## src/rtl/calc_sequencer_if.sv

```systemverilog
// Keypad, ALU handshake and display signals of the calculator sequencer.
// master = the sequencer itself, slave = keypad/ALU/display environment.
interface calc_sequencer_if #(
    parameter int WIDTH = 16
);
    logic             dig_strobe;
    logic [3:0]       dig_code;
    logic             op_strobe;
    logic [1:0]       op_code;
    logic             ex_strobe;
    logic             reset_strobe;
    logic             alu_start;
    logic [1:0]       alu_op;
    logic [WIDTH-1:0] alu_a;
    logic [WIDTH-1:0] alu_b;
    logic             alu_done;
    logic [WIDTH-1:0] alu_result;
    logic             alu_err;
    logic [WIDTH-1:0] display_value;
    logic             error;
    logic             busy;

    modport master (
        input  dig_strobe, dig_code, op_strobe, op_code, ex_strobe, reset_strobe,
        input  alu_done, alu_result, alu_err,
        output alu_start, alu_op, alu_a, alu_b,
        output display_value, error, busy
    );

    modport slave (
        output dig_strobe, dig_code, op_strobe, op_code, ex_strobe, reset_strobe,
        output alu_done, alu_result, alu_err,
        input  alu_start, alu_op, alu_a, alu_b,
        input  display_value, error, busy
    );
endinterface

```

## src/rtl/calc_sequencer.sv

```systemverilog
// Calculator controller: builds decimal operands, drives the ALU start/done handshake and the display.
// Define CALC_CHAIN_OP_EN to let an operator key in ENTER_B evaluate the pending operation (left-to-right chaining).
module calc_sequencer #(
    parameter int WIDTH      = 16,
    parameter int MAX_DIGITS = 4
) (
    input  logic              clk,
    input  logic              rst,
    calc_sequencer_if.master  bus
);
    localparam int CW = $clog2(MAX_DIGITS + 1);
    localparam logic [WIDTH-1:0] TEN = WIDTH'(10);

    typedef enum logic [2:0] {
        ENTER_A,
        OP_SEL,
        ENTER_B,
        EXEC,
        SHOW,
        ERR
    } state_t;

    state_t           state_q, state_d;
    logic [WIDTH-1:0] a_q, a_d, b_q, b_d;
    logic [CW-1:0]    count_q, count_d;
    logic [1:0]       op_q, op_d;
    logic [WIDTH-1:0] disp_q, disp_d;
    logic             err_q, err_d;
    logic             busy_q, busy_d;
    logic             start_q, start_d;
    logic [WIDTH-1:0] alu_a_q, alu_a_d, alu_b_q, alu_b_d;
    logic [1:0]       alu_op_q, alu_op_d;
`ifdef CALC_CHAIN_OP_EN
    logic [1:0]       pend_q, pend_d;
    logic             chain_q, chain_d;
`endif

    logic             ex, op, dig;
    logic [WIDTH-1:0] dig_val, edit, appended;
    logic             can_add, leading0;

    always_ff @(posedge clk) begin
        if (rst || bus.reset_strobe) begin
            state_q  <= ENTER_A;
            a_q      <= '0;
            b_q      <= '0;
            count_q  <= '0;
            op_q     <= '0;
            disp_q   <= '0;
            err_q    <= 1'b0;
            busy_q   <= 1'b0;
            start_q  <= 1'b0;
            alu_a_q  <= '0;
            alu_b_q  <= '0;
            alu_op_q <= '0;
`ifdef CALC_CHAIN_OP_EN
            pend_q   <= '0;
            chain_q  <= 1'b0;
`endif
        end else begin
            state_q  <= state_d;
            a_q      <= a_d;
            b_q      <= b_d;
            count_q  <= count_d;
            op_q     <= op_d;
            disp_q   <= disp_d;
            err_q    <= err_d;
            busy_q   <= busy_d;
            start_q  <= start_d;
            alu_a_q  <= alu_a_d;
            alu_b_q  <= alu_b_d;
            alu_op_q <= alu_op_d;
`ifdef CALC_CHAIN_OP_EN
            pend_q   <= pend_d;
            chain_q  <= chain_d;
`endif
        end
    end

    // Strobe priority: ex > op > dig; an out-of-range digit code is treated as no key.
    assign ex       = bus.ex_strobe;
    assign op       = bus.op_strobe & ~ex;
    assign dig      = bus.dig_strobe & ~ex & ~op & (bus.dig_code <= 4'd9);
    assign dig_val  = {{(WIDTH-4){1'b0}}, bus.dig_code};
    assign edit     = (state_q == ENTER_B) ? b_q : a_q;
    assign appended = edit * TEN + dig_val;
    assign can_add  = count_q < CW'(MAX_DIGITS);
    assign leading0 = (edit == '0) && (bus.dig_code == 4'd0);

    always_comb begin
        state_d  = state_q;
        a_d      = a_q;
        b_d      = b_q;
        count_d  = count_q;
        op_d     = op_q;
        disp_d   = disp_q;
        err_d    = err_q;
        busy_d   = busy_q;
        start_d  = 1'b0;
        alu_a_d  = alu_a_q;
        alu_b_d  = alu_b_q;
        alu_op_d = alu_op_q;
`ifdef CALC_CHAIN_OP_EN
        pend_d   = pend_q;
        chain_d  = chain_q;
`endif
        case (state_q)
            ENTER_A: begin
                if (op) begin
                    op_d    = bus.op_code;
                    state_d = OP_SEL;
                end else if (dig && can_add && !leading0) begin
                    a_d     = appended;
                    disp_d  = appended;
                    count_d = count_q + CW'(1);
                end
            end
            OP_SEL: begin
                if (op) begin
                    op_d = bus.op_code;
                end else if (dig) begin
                    b_d     = dig_val;
                    disp_d  = dig_val;
                    count_d = CW'(bus.dig_code != 4'd0);
                    state_d = ENTER_B;
                end
            end
            ENTER_B: begin
                if (ex) begin
                    alu_a_d  = a_q;
                    alu_b_d  = b_q;
                    alu_op_d = op_q;
                    start_d  = 1'b1;
                    busy_d   = 1'b1;
                    state_d  = EXEC;
`ifdef CALC_CHAIN_OP_EN
                    chain_d  = 1'b0;
                end else if (op) begin
                    alu_a_d  = a_q;
                    alu_b_d  = b_q;
                    alu_op_d = op_q;
                    start_d  = 1'b1;
                    busy_d   = 1'b1;
                    pend_d   = bus.op_code;
                    chain_d  = 1'b1;
                    state_d  = EXEC;
`endif
                end else if (dig && can_add && !leading0) begin
                    b_d     = appended;
                    disp_d  = appended;
                    count_d = count_q + CW'(1);
                end
            end
            EXEC: begin
                if (bus.alu_done) begin
                    busy_d = 1'b0;
                    if (bus.alu_err) begin
                        disp_d  = '0;
                        err_d   = 1'b1;
                        state_d = ERR;
                    end else begin
                        a_d     = bus.alu_result;
                        disp_d  = bus.alu_result;
                        state_d = SHOW;
`ifdef CALC_CHAIN_OP_EN
                        if (chain_q) begin
                            op_d    = pend_q;
                            state_d = OP_SEL;
                        end
`endif
                    end
                end
            end
            SHOW: begin
                if (op) begin
                    op_d    = bus.op_code;
                    state_d = OP_SEL;
                end else if (dig) begin
                    a_d     = dig_val;
                    disp_d  = dig_val;
                    count_d = CW'(bus.dig_code != 4'd0);
                    state_d = ENTER_A;
                end
            end
            ERR: begin
                err_d = 1'b1;
            end
            default: state_d = ENTER_A;
        endcase
    end

    assign bus.alu_start     = start_q;
    assign bus.alu_op        = alu_op_q;
    assign bus.alu_a         = alu_a_q;
    assign bus.alu_b         = alu_b_q;
    assign bus.display_value = disp_q;
    assign bus.error         = err_q;
    assign bus.busy          = busy_q;
endmodule

```

## src/flat_wrapper.sv

```systemverilog
// flat-port wrapper written by rule: the top's interface ports become plain ports
module calc_sequencer_flat 
#(
    parameter int WIDTH      = 16,
    parameter int MAX_DIGITS = 4
)
  (clk, rst, bus_dig_strobe, bus_dig_code, bus_op_strobe, bus_op_code, bus_ex_strobe, bus_reset_strobe, bus_alu_done, bus_alu_result, bus_alu_err, bus_alu_start, bus_alu_op, bus_alu_a, bus_alu_b, bus_display_value, bus_error, bus_busy);
  calc_sequencer_if #(.WIDTH(WIDTH)) bus_i ();
  input  logic clk;
  input  logic rst;
  input wire logic [$bits(bus_i.dig_strobe)-1:0] bus_dig_strobe;
  input wire logic [$bits(bus_i.dig_code)-1:0] bus_dig_code;
  input wire logic [$bits(bus_i.op_strobe)-1:0] bus_op_strobe;
  input wire logic [$bits(bus_i.op_code)-1:0] bus_op_code;
  input wire logic [$bits(bus_i.ex_strobe)-1:0] bus_ex_strobe;
  input wire logic [$bits(bus_i.reset_strobe)-1:0] bus_reset_strobe;
  input wire logic [$bits(bus_i.alu_done)-1:0] bus_alu_done;
  input wire logic [$bits(bus_i.alu_result)-1:0] bus_alu_result;
  input wire logic [$bits(bus_i.alu_err)-1:0] bus_alu_err;
  output wire logic [$bits(bus_i.alu_start)-1:0] bus_alu_start;
  output wire logic [$bits(bus_i.alu_op)-1:0] bus_alu_op;
  output wire logic [$bits(bus_i.alu_a)-1:0] bus_alu_a;
  output wire logic [$bits(bus_i.alu_b)-1:0] bus_alu_b;
  output wire logic [$bits(bus_i.display_value)-1:0] bus_display_value;
  output wire logic [$bits(bus_i.error)-1:0] bus_error;
  output wire logic [$bits(bus_i.busy)-1:0] bus_busy;
  assign bus_i.dig_strobe = bus_dig_strobe;
  assign bus_i.dig_code = bus_dig_code;
  assign bus_i.op_strobe = bus_op_strobe;
  assign bus_i.op_code = bus_op_code;
  assign bus_i.ex_strobe = bus_ex_strobe;
  assign bus_i.reset_strobe = bus_reset_strobe;
  assign bus_i.alu_done = bus_alu_done;
  assign bus_i.alu_result = bus_alu_result;
  assign bus_i.alu_err = bus_alu_err;
  assign bus_alu_start = bus_i.alu_start;
  assign bus_alu_op = bus_i.alu_op;
  assign bus_alu_a = bus_i.alu_a;
  assign bus_alu_b = bus_i.alu_b;
  assign bus_display_value = bus_i.display_value;
  assign bus_error = bus_i.error;
  assign bus_busy = bus_i.busy;
  calc_sequencer #(.WIDTH(WIDTH), .MAX_DIGITS(MAX_DIGITS)) u_core (.clk(clk), .rst(rst), .bus(bus_i));
endmodule
```

## config.mk

```make
export PLATFORM = sky130hd
export DESIGN_NAME = calc_sequencer_flat
export DESIGN_NICKNAME = d
export VERILOG_FILES = /design/src/rtl/calc_sequencer_if.sv /design/src/rtl/calc_sequencer.sv /design/src/flat_wrapper.sv
export SDC_FILE = /design/constraint.sdc
export NUM_CORES = 1
export LEC_CHECK = 0
export CORE_UTILIZATION = 51
export CTS_BUF_LIST = sky130_fd_sc_hd__clkbuf_4 sky130_fd_sc_hd__clkbuf_8
export DETAILED_ROUTE_END_ITERATION = 10
export PLACE_DENSITY = 0.79
export SYNTH_ARGS = -nofsm -noshare
export SYNTH_HDL_FRONTEND = slang
export SYNTH_SLANG_ARGS = --single-unit
```

## constraint.sdc

```tcl
create_clock -name clk -period 4.35 [get_ports clk]
set_clock_uncertainty 0.15 [all_clocks]
set_input_delay 0.435 -clock clk [delete_from_list [all_inputs] [get_ports clk]]
set_output_delay 0.435 -clock clk [all_outputs]
set_load 0.05 [all_outputs]
```

==> impl_metrics.json <==
{
  "outcome": "complete, no violations",
  "gp_congestion": 0.9755,
  "slew_violations": 0,
  "p_leak_nw": 2.512,
  "syn_area_um2": 5453,
  "synthFlopType": "dfxtp_1",
  "yosysTopAreaCellShare": 0.3414,
  "syn_inst": 723,
  "yosysTopAreaCell": "dfxtp_1",
  "dieArea_um2": 11110,
  "worst_pin_slew_ns": 1.150,
  "use_met2": 0.4723,
  "final_core_util": 0.6402,
  "io_pins": 83,
  "antenna_found_initial": 0,
  "critPathMaxFanout": 28,
  "clk_pin_slew_ns": 0.10,
  "die_width_um": 105.4,
  "cp-end-kind": "flip-flop",
  "ir_drop_mv": 0.1722,
  "cts_made_buffers": 9,
  "cts_tree": "yes",
  "drc": 0,
  "p_per_area_nw_per_um2": 248.0,
  "dpl.cell_count": 907,
  "yosysSeqAreaShare": 0.3414,
  "min_period_ns": 4.180,
  "wire_per_inst_um": 17.82,
  "grt_usage": 0.3020,
  "cp.required_ns": 4.44,
  "core_area_um2": 10320,
  "clkSinkCount": 93,
  "layout-drive-gt1-share": 0.06091,
  "setup_violations": 0,
  "gr-usage-met1": 0.4211,
  "nets": 834,
  "wirelength_um": 16470,
  "fill_cells": 934,
  "critical_path_class": "reg2reg",
  "die_h_um": 105.4,
  "place_ws_ns": 0.1300,
  "vias": 5561,
  "synth_edf_count": 0,
  "layout_commonest_cell": "nand2_1",
  "root_buffer": "clkbuf_8",
  "grt_max_degree": 52,
  "syn_to_final_growth_pct": 21.20,
  "dp_hpwl_um": 12180,
  "grt_overflow_total": 0,
  "busiest_layer": "met2",
  "num_antenna_cells": 0,
  "fmax_mhz": 239.2,
  "crit_arrival_ns": 4.27,
  "viasPerCell": 6.018,
  "grt_pass1_vias": 5084,
  "io_buffers": 82,
  "drt_iter0_drc": 458,
  "clockBufferDepth": 2,
  "yosys_warnings": 0,
  "maxSlewHeadroom": 0.2330,
  "start_util": 0.5282,
  "core.rowCount": 37,
  "startpoint_type": "flip-flop",
  "fin_crit_sh": 0.9609,
  "hold_path.class": "reg2reg",
  "htreeDepth": 3,
  "async_reset_ff_frac": 0,
  "hold_viol": 0,
  "syn_nets": 774,
  "setup_slack_ns": 0.1702,
  "synth_area_leaders": "dfxtp_1 34%, nand2_1 9.0%, a21oi_1 8.3%",
  "dr.pass1.iters": 5,
  "layout_common_cells": "131 x nand2_1, 93 x dfxtp_1, 90 x a21oi_1",
  "insertion_delay_ns": 0.38,
  "synth_cell_types": 63,
  "ant_nets": 0,
  "ys_ff_latch": 93,
  "grt_first_pass_wirelength_um": 26460,
  "power_mw": 1.639,
  "cap_violations": 0,
  "syn_area_per_cell_um2": 7.542,
  "stdcell_count": 924,
  "use_met3": 0.05442
}
-- flip-flops by register name, summed over array words and instances, names as in the netlist --
register	count
u_core.count_q	3
u_core.bus.display_value	16
u_core.b_q	16
u_core.bus.alu_a	16
u_core.bus.alu_start	1
u_core.bus.alu_b	16
u_core.state_q	3
u_core.bus.alu_op	2
u_core.bus.error	1
u_core.bus.busy	1
u_core.a_q	16
u_core.op_q	2
-- cell usage after synthesis (15+ instances only) --
master	count
nand2_1	131
mux2i_1	16
dfxtp_1	93
nand3_1	21
nor2_1	80
ha_1	19
o21ai_0	35
clkbuf_1	38
xor2_1	18
xnor2_1	15
a21oi_1	90
-- path summary, 6_finish.rpt --
| kind | endpoint | slack (ns) | start | cells after the start |
|---|---|---|---|---|
| worst max-delay path | u_core.bus.display_value[11]$_SDFFE_PP0P_ | 0.17 | u_core.state_q[2]$_SDFFE_PP0P_ | 16 |
| worst min-delay path | u_core.bus.alu_b[5]$_SDFFE_PP0P_ | 0.31 | u_core.bus.alu_b[5]$_SDFFE_PP0P_ | 2 |
| worst max register to register | u_core.bus.display_value[11]$_SDFFE_PP0P_ | 0.17 | u_core.state_q[2]$_SDFFE_PP0P_ | 16 |
| worst min register to register | u_core.bus.alu_b[5]$_SDFFE_PP0P_ | 0.31 | u_core.bus.alu_b[5]$_SDFFE_PP0P_ | 2 |
-- worst max-delay path, cell delays in order (launching register included) --
cell and delay [ns]:
dfxtp_1 0.33, or3b_4 0.41, buf_4 0.25, nand2_1 0.10
nand2_1 0.11, ha_1 0.30, ha_1 0.25, fa_2 0.39
a21o_1 0.19, a221oi_2 0.29, buf_4 0.18, a22oi_1 0.12
nand2_1 0.16, nor2_1 0.08, xnor2_1 0.41, a2bb2oi_1 0.24
a21oi_1 0.08
-- logic make-up (layout without fill, tap and decap cells) --
kind of cell / Yosys count / in the layout / share of synthesized area
buffers and inverters: 58 / 123 / 0.04452
AND/OR/NAND/NOR: 301 / 301 / 0.2499
AO/OA/AOI/OAI: 201 / 201 / 0.2308
multiplexers: 16 / 16 / 0.02937
XOR/XNOR: 33 / 33 / 0.05301
adder cells (fa/ha/maj): 21 / 21 / 0.05094
flip-flops: 93 / 93 / 0.3414
-- metrics by stage --
| stage | area, um2 | hold slack [ns] | TNS, ns |
|---|---|---|---|
| 6_report | 6609 | 0.3068 | 0 |
| 2_1_floorplan | 5453 | 0.2816 | 0 |
| 3_3_place_gp | 6340 | 0.2921 | 0 |
| 5_1_grt | 6609 | 0.3349 | -0.01802 |
| 4_1_cts | 6550 | 0.3081 | 0 |
| 3_5_place_dp | 6340 | 0.2962 | 0 |
-- power by group --
| part | internal [mW] | switching [mW] |
|---|---|---|
| registers | 0.856 | 0.00498 |
| logic | 0.0610 | 0.0899 |
| clock network | 0.279 | 0.349 |
| total | 1.20 | 0.443 |
-- metal layers --
metal	wire, um	vias up
li1	-	2670
met1	7173	2582
met5	0	-
met4	364	0
met2	7568	274
met3	1359	35
-- timing repair --
action | in CTS | in global routing
resized for setup | 0 | 8
buffers inserted | 0 | 1
hold endpoints to repair | 0 | 0
hold buffers | 0 | 0
endpoints found under the setup margin | 0 | 13
-- layout make-up --
| class | count | area (um2) | share of cell area |
|---|---|---|---|
| Multi-Input combinational cell | 572 | 3400 | 0.5144 |
| Inverter | 11 | 41.29 | 0.006248 |
| Tap cell | 136 | 170.2 | 0.02575 |
| Clock buffer | 9 | 123.9 | 0.01874 |
| Timing Repair Buffer | 96 | 925.9 | 0.1401 |
| Clock inverter | 7 | 86.33 | 0.01306 |
| Sequential cell | 93 | 1862 | 0.2817 |
Power figures use the tool's default switching activity.
